$ cat src/rtl/alu_pkg.sv
// Opcode and sequencer-state definitions shared by the ALU command sequencer and the ALU it drives.
package alu_pkg;

    localparam logic [2:0] OP_ADD = 3'b000;
    localparam logic [2:0] OP_SUB = 3'b001;
    localparam logic [2:0] OP_AND = 3'b010;
    localparam logic [2:0] OP_OR  = 3'b011;
    localparam logic [2:0] OP_XOR = 3'b100;
    localparam logic [2:0] OP_SLL = 3'b101;
    localparam logic [2:0] OP_SRL = 3'b110;
    localparam logic [2:0] OP_LDI = 3'b111;

    typedef enum logic [1:0] {
        ST_IDLE = 2'd0,
        ST_EXEC = 2'd1,
        ST_RESP = 2'd2
    } seq_state_t;

    function automatic logic is_ldi(input logic [2:0] op);
        return op == OP_LDI;
    endfunction

endpackage

$ cat src/rtl/alu_regfile.sv
// Register file: two async operand read ports, an async debug port and one sync write port.
// Register 0 is hardwired to zero; the whole array clears synchronously on rst.
module alu_regfile
    import alu_pkg::*;
#(
    parameter  int WIDTH = 8,
    parameter  int NREGS = 8,
    localparam int AW    = $clog2(NREGS)
) (
    input  logic             clk,
    input  logic             rst,
    input  logic             i_we,
    input  logic [AW-1:0]    i_waddr,
    input  logic [WIDTH-1:0] i_wdata,
    input  logic [AW-1:0]    i_raddr_a,
    output logic [WIDTH-1:0] o_rdata_a,
    input  logic [AW-1:0]    i_raddr_b,
    output logic [WIDTH-1:0] o_rdata_b,
    input  logic [AW-1:0]    i_dbg_addr,
    output logic [WIDTH-1:0] o_dbg_data
);

    logic [WIDTH-1:0] r_mem [NREGS];

    always_ff @(posedge clk) begin
        if (rst) begin
            for (int i = 0; i < NREGS; i++) begin
                r_mem[i] <= '0;
            end
        end else if (i_we && (i_waddr != '0)) begin
            r_mem[i_waddr] <= i_wdata;
        end
    end

    assign o_rdata_a  = (i_raddr_a  == '0) ? '0 : r_mem[i_raddr_a];
    assign o_rdata_b  = (i_raddr_b  == '0) ? '0 : r_mem[i_raddr_b];
    assign o_dbg_data = (i_dbg_addr == '0) ? '0 : r_mem[i_dbg_addr];

endmodule

$ cat src/rtl/alu_cmd_sequencer.sv
// Command-side master for a combinational ALU: reads operands, drives the ALU, writes the
// result back to the register file and returns it on a valid/ready response channel.
module alu_cmd_sequencer
    import alu_pkg::*;
#(
    parameter  int WIDTH = 8,
    parameter  int NREGS = 8,
    localparam int AW    = $clog2(NREGS)
) (
    input  logic             clk,
    input  logic             rst,
    input  logic             cmd_valid,
    output logic             cmd_ready,
    input  logic [2:0]       cmd_op,
    input  logic [AW-1:0]    cmd_rd,
    input  logic [AW-1:0]    cmd_ra,
    input  logic [AW-1:0]    cmd_rb,
    input  logic [WIDTH-1:0] cmd_imm,
    output logic [WIDTH-1:0] alu_a,
    output logic [WIDTH-1:0] alu_b,
    output logic [2:0]       alu_op,
    input  logic [WIDTH-1:0] alu_result,
    input  logic             alu_zero,
    output logic             rsp_valid,
    input  logic             rsp_ready,
    output logic [WIDTH-1:0] rsp_result,
    output logic             rsp_zero,
    output logic [AW-1:0]    rsp_rd,
    input  logic [AW-1:0]    dbg_addr,
    output logic [WIDTH-1:0] dbg_data
);

    seq_state_t       r_state;
    logic             r_cmd_ready;
    logic [WIDTH-1:0] r_alu_a;
    logic [WIDTH-1:0] r_alu_b;
    logic [2:0]       r_alu_op;
    logic [WIDTH-1:0] r_imm;
    logic [AW-1:0]    r_rd;
    logic             r_rsp_valid;
    logic [WIDTH-1:0] r_rsp_result;
    logic             r_rsp_zero;
    logic [AW-1:0]    r_rsp_rd;

    logic [WIDTH-1:0] w_rdata_a;
    logic [WIDTH-1:0] w_rdata_b;
    logic             w_we;
    logic [WIDTH-1:0] w_wdata;
    logic             w_wzero;

    // LDI bypasses the ALU: the latched immediate is the writeback value.
    assign w_wdata = is_ldi(r_alu_op) ? r_imm : alu_result;
    assign w_wzero = is_ldi(r_alu_op) ? (r_imm == '0) : alu_zero;
    assign w_we    = (r_state == ST_EXEC);

    alu_regfile #(
        .WIDTH (WIDTH),
        .NREGS (NREGS)
    ) u_regfile (
        .clk        (clk),
        .rst        (rst),
        .i_we       (w_we),
        .i_waddr    (r_rd),
        .i_wdata    (w_wdata),
        .i_raddr_a  (cmd_ra),
        .o_rdata_a  (w_rdata_a),
        .i_raddr_b  (cmd_rb),
        .o_rdata_b  (w_rdata_b),
        .i_dbg_addr (dbg_addr),
        .o_dbg_data (dbg_data)
    );

    always_ff @(posedge clk) begin
        if (rst) begin
            r_state      <= ST_IDLE;
            r_cmd_ready  <= 1'b1;
            r_alu_a      <= '0;
            r_alu_b      <= '0;
            r_alu_op     <= '0;
            r_imm        <= '0;
            r_rd         <= '0;
            r_rsp_valid  <= 1'b0;
            r_rsp_result <= '0;
            r_rsp_zero   <= 1'b0;
            r_rsp_rd     <= '0;
        end else begin
            case (r_state)
                ST_IDLE: begin
                    if (cmd_valid && r_cmd_ready) begin
                        r_alu_a     <= w_rdata_a;
                        r_alu_b     <= w_rdata_b;
                        r_alu_op    <= cmd_op;
                        r_imm       <= cmd_imm;
                        r_rd        <= cmd_rd;
                        r_cmd_ready <= 1'b0;
                        r_state     <= ST_EXEC;
                    end
                end
                ST_EXEC: begin
                    r_rsp_result <= w_wdata;
                    r_rsp_zero   <= w_wzero;
                    r_rsp_rd     <= r_rd;
                    r_rsp_valid  <= 1'b1;
                    r_state      <= ST_RESP;
                end
                ST_RESP: begin
                    if (rsp_ready) begin
                        r_rsp_valid <= 1'b0;
                        r_cmd_ready <= 1'b1;
                        r_state     <= ST_IDLE;
                    end
                end
                default: begin
                    r_rsp_valid <= 1'b0;
                    r_cmd_ready <= 1'b1;
                    r_state     <= ST_IDLE;
                end
            endcase
        end
    end

    assign cmd_ready  = r_cmd_ready;
    assign alu_a      = r_alu_a;
    assign alu_b      = r_alu_b;
    assign alu_op     = r_alu_op;
    assign rsp_valid  = r_rsp_valid;
    assign rsp_result = r_rsp_result;
    assign rsp_zero   = r_rsp_zero;
    assign rsp_rd     = r_rsp_rd;

endmodule
$ cat config.mk
export PLATFORM = sky130hd
export DESIGN_NAME = alu_cmd_sequencer
export DESIGN_NICKNAME = d
export VERILOG_FILES = /design/src/rtl/alu_pkg.sv /design/src/rtl/alu_regfile.sv /design/src/rtl/alu_cmd_sequencer.sv
export SDC_FILE = /design/constraint.sdc
export NUM_CORES = 1
export LEC_CHECK = 0
export CORE_MARGIN = 10
export CORE_UTILIZATION = 55
export CTS_CLUSTER_SIZE = 28
export DETAILED_ROUTE_END_ITERATION = 8
export GPL_TIMING_DRIVEN = 0
export PLACE_DENSITY = 0.8
export REMOVE_ABC_BUFFERS = 1
export SYNTH_ARGS = -nofsm -noshare
export SYNTH_HDL_FRONTEND = slang
export SYNTH_HIERARCHICAL = 1
export SYNTH_SLANG_ARGS = --single-unit
$ cat constraint.sdc
create_clock -name clk -period 2.6 [get_ports clk]
set_input_delay 0.52 -clock clk [delete_from_list [all_inputs] [get_ports clk]]
set_output_delay 0.52 -clock clk [all_outputs]
set_load 0.005 [all_outputs]
==> reports/results.tsv <==
stage	metric	value	unit
logic_synthesis	yosysTopAreaCell	edfxtp_1	
clock_tree	ctsLongestPathBuffers	2	
grt	antenna_found_initial	0	
worst_setup_path	endpoint_kind	primary output	
hold_path	hold_start	alu_b[3]$_SDFFE_PP0P_	
placed_design	post-place-ws	-1.39	ns
routing	wl_per_cell	21.2	um
worst_setup_path	crit_slowest_cell	clkdlybuf4s50_1	
timing	setup_viol	0	
logic_synthesis	mappedNetlistArea	5530	um^2
worst_setup_path	critPathMaxStageDelay	0.57	ns
floorplan	dieWidth	120	um
timing	maxSlewViolCount	0	
logic_synthesis	syn-instance-count	500	
clock_tree	cts_max_level	3	
worst_setup_path	worstPathRequired	2.08	ns
timing	max_slew.worst_pin.slew	1.10	ns
clock_tree	cts_buffers	9	
routing	wl	14.7	mm
clock_tree	cts_tree	built	
placed_design	hpwl	10.0	mm
logic_synthesis	async_flop_share	0	%
logic_synthesis	synth_top_cell_area_share	30.4	%
timing	grt_setup_unrepaired	true	
worst_setup_path	rrSetupSlack	0.12	ns
grt	grt_usage	19.8	%
floorplan	ios	77	
worst_setup_path	arrival	2.04	ns
finish	instances_no_fill	693	
worst_setup_path	worst_setup_path_start_kind	primary input	
logic_synthesis	synth_area_leaders	edfxtp_1 (30%), dfxtp_1 (17%), mux2i_1 (7.2%), and2_1 (6.6%), mux2_2 (5.3%)	
clock_tree	cts_root_buffer	clkbuf_8	
finish	syn2layout_area_growth	17.3	%
status	outcome	finished clean	
clock_tree	clock-sinks	102	
grt	grt_pass1_vias	4252	
routing	postRouteAntennaNets	0	
hold_path	holdPathStages	2	
worst_setup_path	path_class	in -> out	
routing	vias	4198	
worst_setup_path	r2r_start	r_state[1]$_SDFFE_PP0P_	
logic_synthesis	seq_area_frac_synth	47.1	%
floorplan	die_h	120	um
power_and_ir_drop	p_leak	2.42	nW
worst_setup_path	reg2reg_depth	5	
timing	setup_ws	0.0429	ns
routing	drtIter0Drc	325	
finish	fillers	756	
finish	post_route_cells_drive_above_1_share	18.8	%
grt	grt_pass1_wl	23.0	mm
logic_synthesis	post-synth-top-count-cell	nand2_1	
timing	period_minus_slack	2.56	ns
grt	grt_overflow_total	0	
placed_design	dp_cells	673	
floorplan	dieArea	14500	um^2
timing	hold_viol_final	0	
worst_setup_path	r2r-end	u_regfile/r_mem[7][3]$_SDFFCE_PN0P_	
hold_path	hold_class	reg -> reg	
routing	firstDrtPassIters	5	
grt	grt_max_degree	49	
clock_tree	clock_latency	0.37	ns
logic_synthesis	synth_top_flop_cell	edfxtp_1	
power_and_ir_drop	vdd_drop_max	0.341	mV
placed_design	globalplace.congestion	0.801	
hold_path	min_to	alu_b[3]$_SDFFE_PP0P_	
logic_synthesis	synth_seq_cells	102	
worst_setup_path	crit_fanout	33	
job	maxCapViolations	0	
routing	viasPerCell	6.06	
worst_setup_path	crit_chain	buf_12 -> nor2b_4 -> a221oi_1 -> a311oi_2 -> clkdlybuf4s50_1	
timing	fin_crit_sh	98.4	%
floorplan	start_util	56.5	%
timing	fin_skew	0.0168	ns
timing	max_freq	391	MHz
worst_setup_path	timing.critical_path.buf_inv	2	
worst_setup_path	cp_top_family	buffers and inverters	
logic_synthesis	yosys_warnings	6	
routing	drc	0	
placed_design	port_buffers	76	
floorplan	std_cell_rows	36	
floorplan	core	9770	um^2
clock_tree	clk_pin_slew	0.10	ns
logic_synthesis	syn_area_per_cell	11.1	um^2
finish	n_antenna_cell	0	
timing	maxSlewHeadroom	26.7	%
finish	nNetsFinal	591	
power_and_ir_drop	power_density	543	nW/um^2
logic_synthesis	synth_edf_count	56	
logic_synthesis	synth_cell_types	49	
logic_synthesis	synth_common_cells	nand2_1 (70), and2_1 (58), edfxtp_1 (56)	
final cells by class:
class                   instances  area, um^2  area share (%)
clock buffers                  11         174            2.68
clock inverters                 5        53.8           0.830
inverters                       3        11.3           0.174
multi-input cells             359        2690            41.5
flip-flops and latches        102        2600            40.1
well taps                     133         166            2.57
repair buffers                 80         787            12.1
tightest hold or removal path: stages (launching register included):
cell and delay [ns]:
dfxtp_1 0.32, nand2_1 0.05, a21oi_1 0.05
placed cells by master, fill, tap and decap left out, drive strengths merged, types with 2 or more instances in the layout:
cell / netlist / final
nand2: 70 / 70
clkdlybuf4s50: 0 / 65
and2: 58 / 58
edfxtp: 56 / 56
dfxtp: 46 / 46
mux2i: 40 / 40
a221oi: 36 / 36
a21oi: 35 / 35
mux2: 32 / 32
nor2b: 13 / 13
clkbuf: 7 / 12
nor2: 11 / 11
a211oi: 10 / 10
buf: 29 / 9
o21ai: 8 / 8
o21ba: 8 / 8
a311oi: 8 / 8
or2: 7 / 7
inv: 3 / 7
nand2b: 4 / 4
dlymetal6s2s: 0 / 3
nor4: 2 / 2
dlygate4sd2: 0 / 2
and3b: 2 / 2
nor3: 2 / 2
through the flow:
step           hold WS [ns]  setup TNS [ns]  utilization (%)  power (mW)  instance area [um^2]
2_1_floorplan         0.440               0                -        2.14                  5260
3_3_place_gp          0.442         -105.38             63.3        2.43                  6190
3_5_place_dp          0.446          -21.61             63.2        2.44                  6180
4_1_cts               0.460               0             66.2        3.52                  6470
5_1_grt               0.486         -0.0362             66.3        3.65                  6480
6_report              0.458               0             66.3        3.52                  6480
metal layers:
layer	track usage (%)	share of wire, %	vias up
li1	-	-	1953
met1	23.7	41	1978
met2	32.3	46	226
met3	5.68	9.2	41
met4	9.35	4.5	0
met5	0	0	-
flip-flops by register name (all words and copies together) (netlist names):
register,count
u_regfile/r_mem,56
alu_op,3
rsp_rd,3
alu_a,8
r_state,2
rsp_valid,1
r_rd,3
r_imm,8
alu_b,8
cmd_ready,1
rsp_zero,1
rsp_result,8
cell families (layout without fill, tap and decap cells):
logic type / Yosys count / after routing / synth area share [%]
DFF: 102 / 102 / 47.1
and+or+nand+nor: 176 / 176 / 17.5
muxes: 72 / 72 / 14.1
buffers and inverters: 39 / 99 / 4.98
AOI/OAI and AO/OA: 111 / 111 / 16.4
worst max path at each step:
stage | start | to | cells past startpoint
floorplan | dbg_addr[1] | dbg_data[5] | 3
global placement | dbg_addr[1] | dbg_data[7] | 5
detailed placement | dbg_addr[0] | dbg_data[7] | 5
CTS | dbg_addr[1] | dbg_data[3] | 6
global route | u_regfile/r_mem[1][7]$_SDFFCE_PN0P_ | dbg_data[7] | 4
finish | dbg_addr[1] | dbg_data[7] | 5
what timing repair did:
| action | in CTS | in global routing |
|---|---|---|
| resized for setup | 26 | 7 |
| buffers inserted | 3 | 1 |
| pin swaps | 2 | 1 |
| setup endpoints to repair | 23 | 17 |
| hold buffers | 0 | 0 |
where the power goes:
group / internal, mW / switching (mW) / leakage [nW] / total (mW)
Sequential: 1.78 / 0.0623 / 0.954 / 1.84
Clock: 0.491 / 0.608 / 0.116 / 1.10
Combinational: 0.281 / 0.303 / 1.35 / 0.583
(Power assumes the default switching activity.)
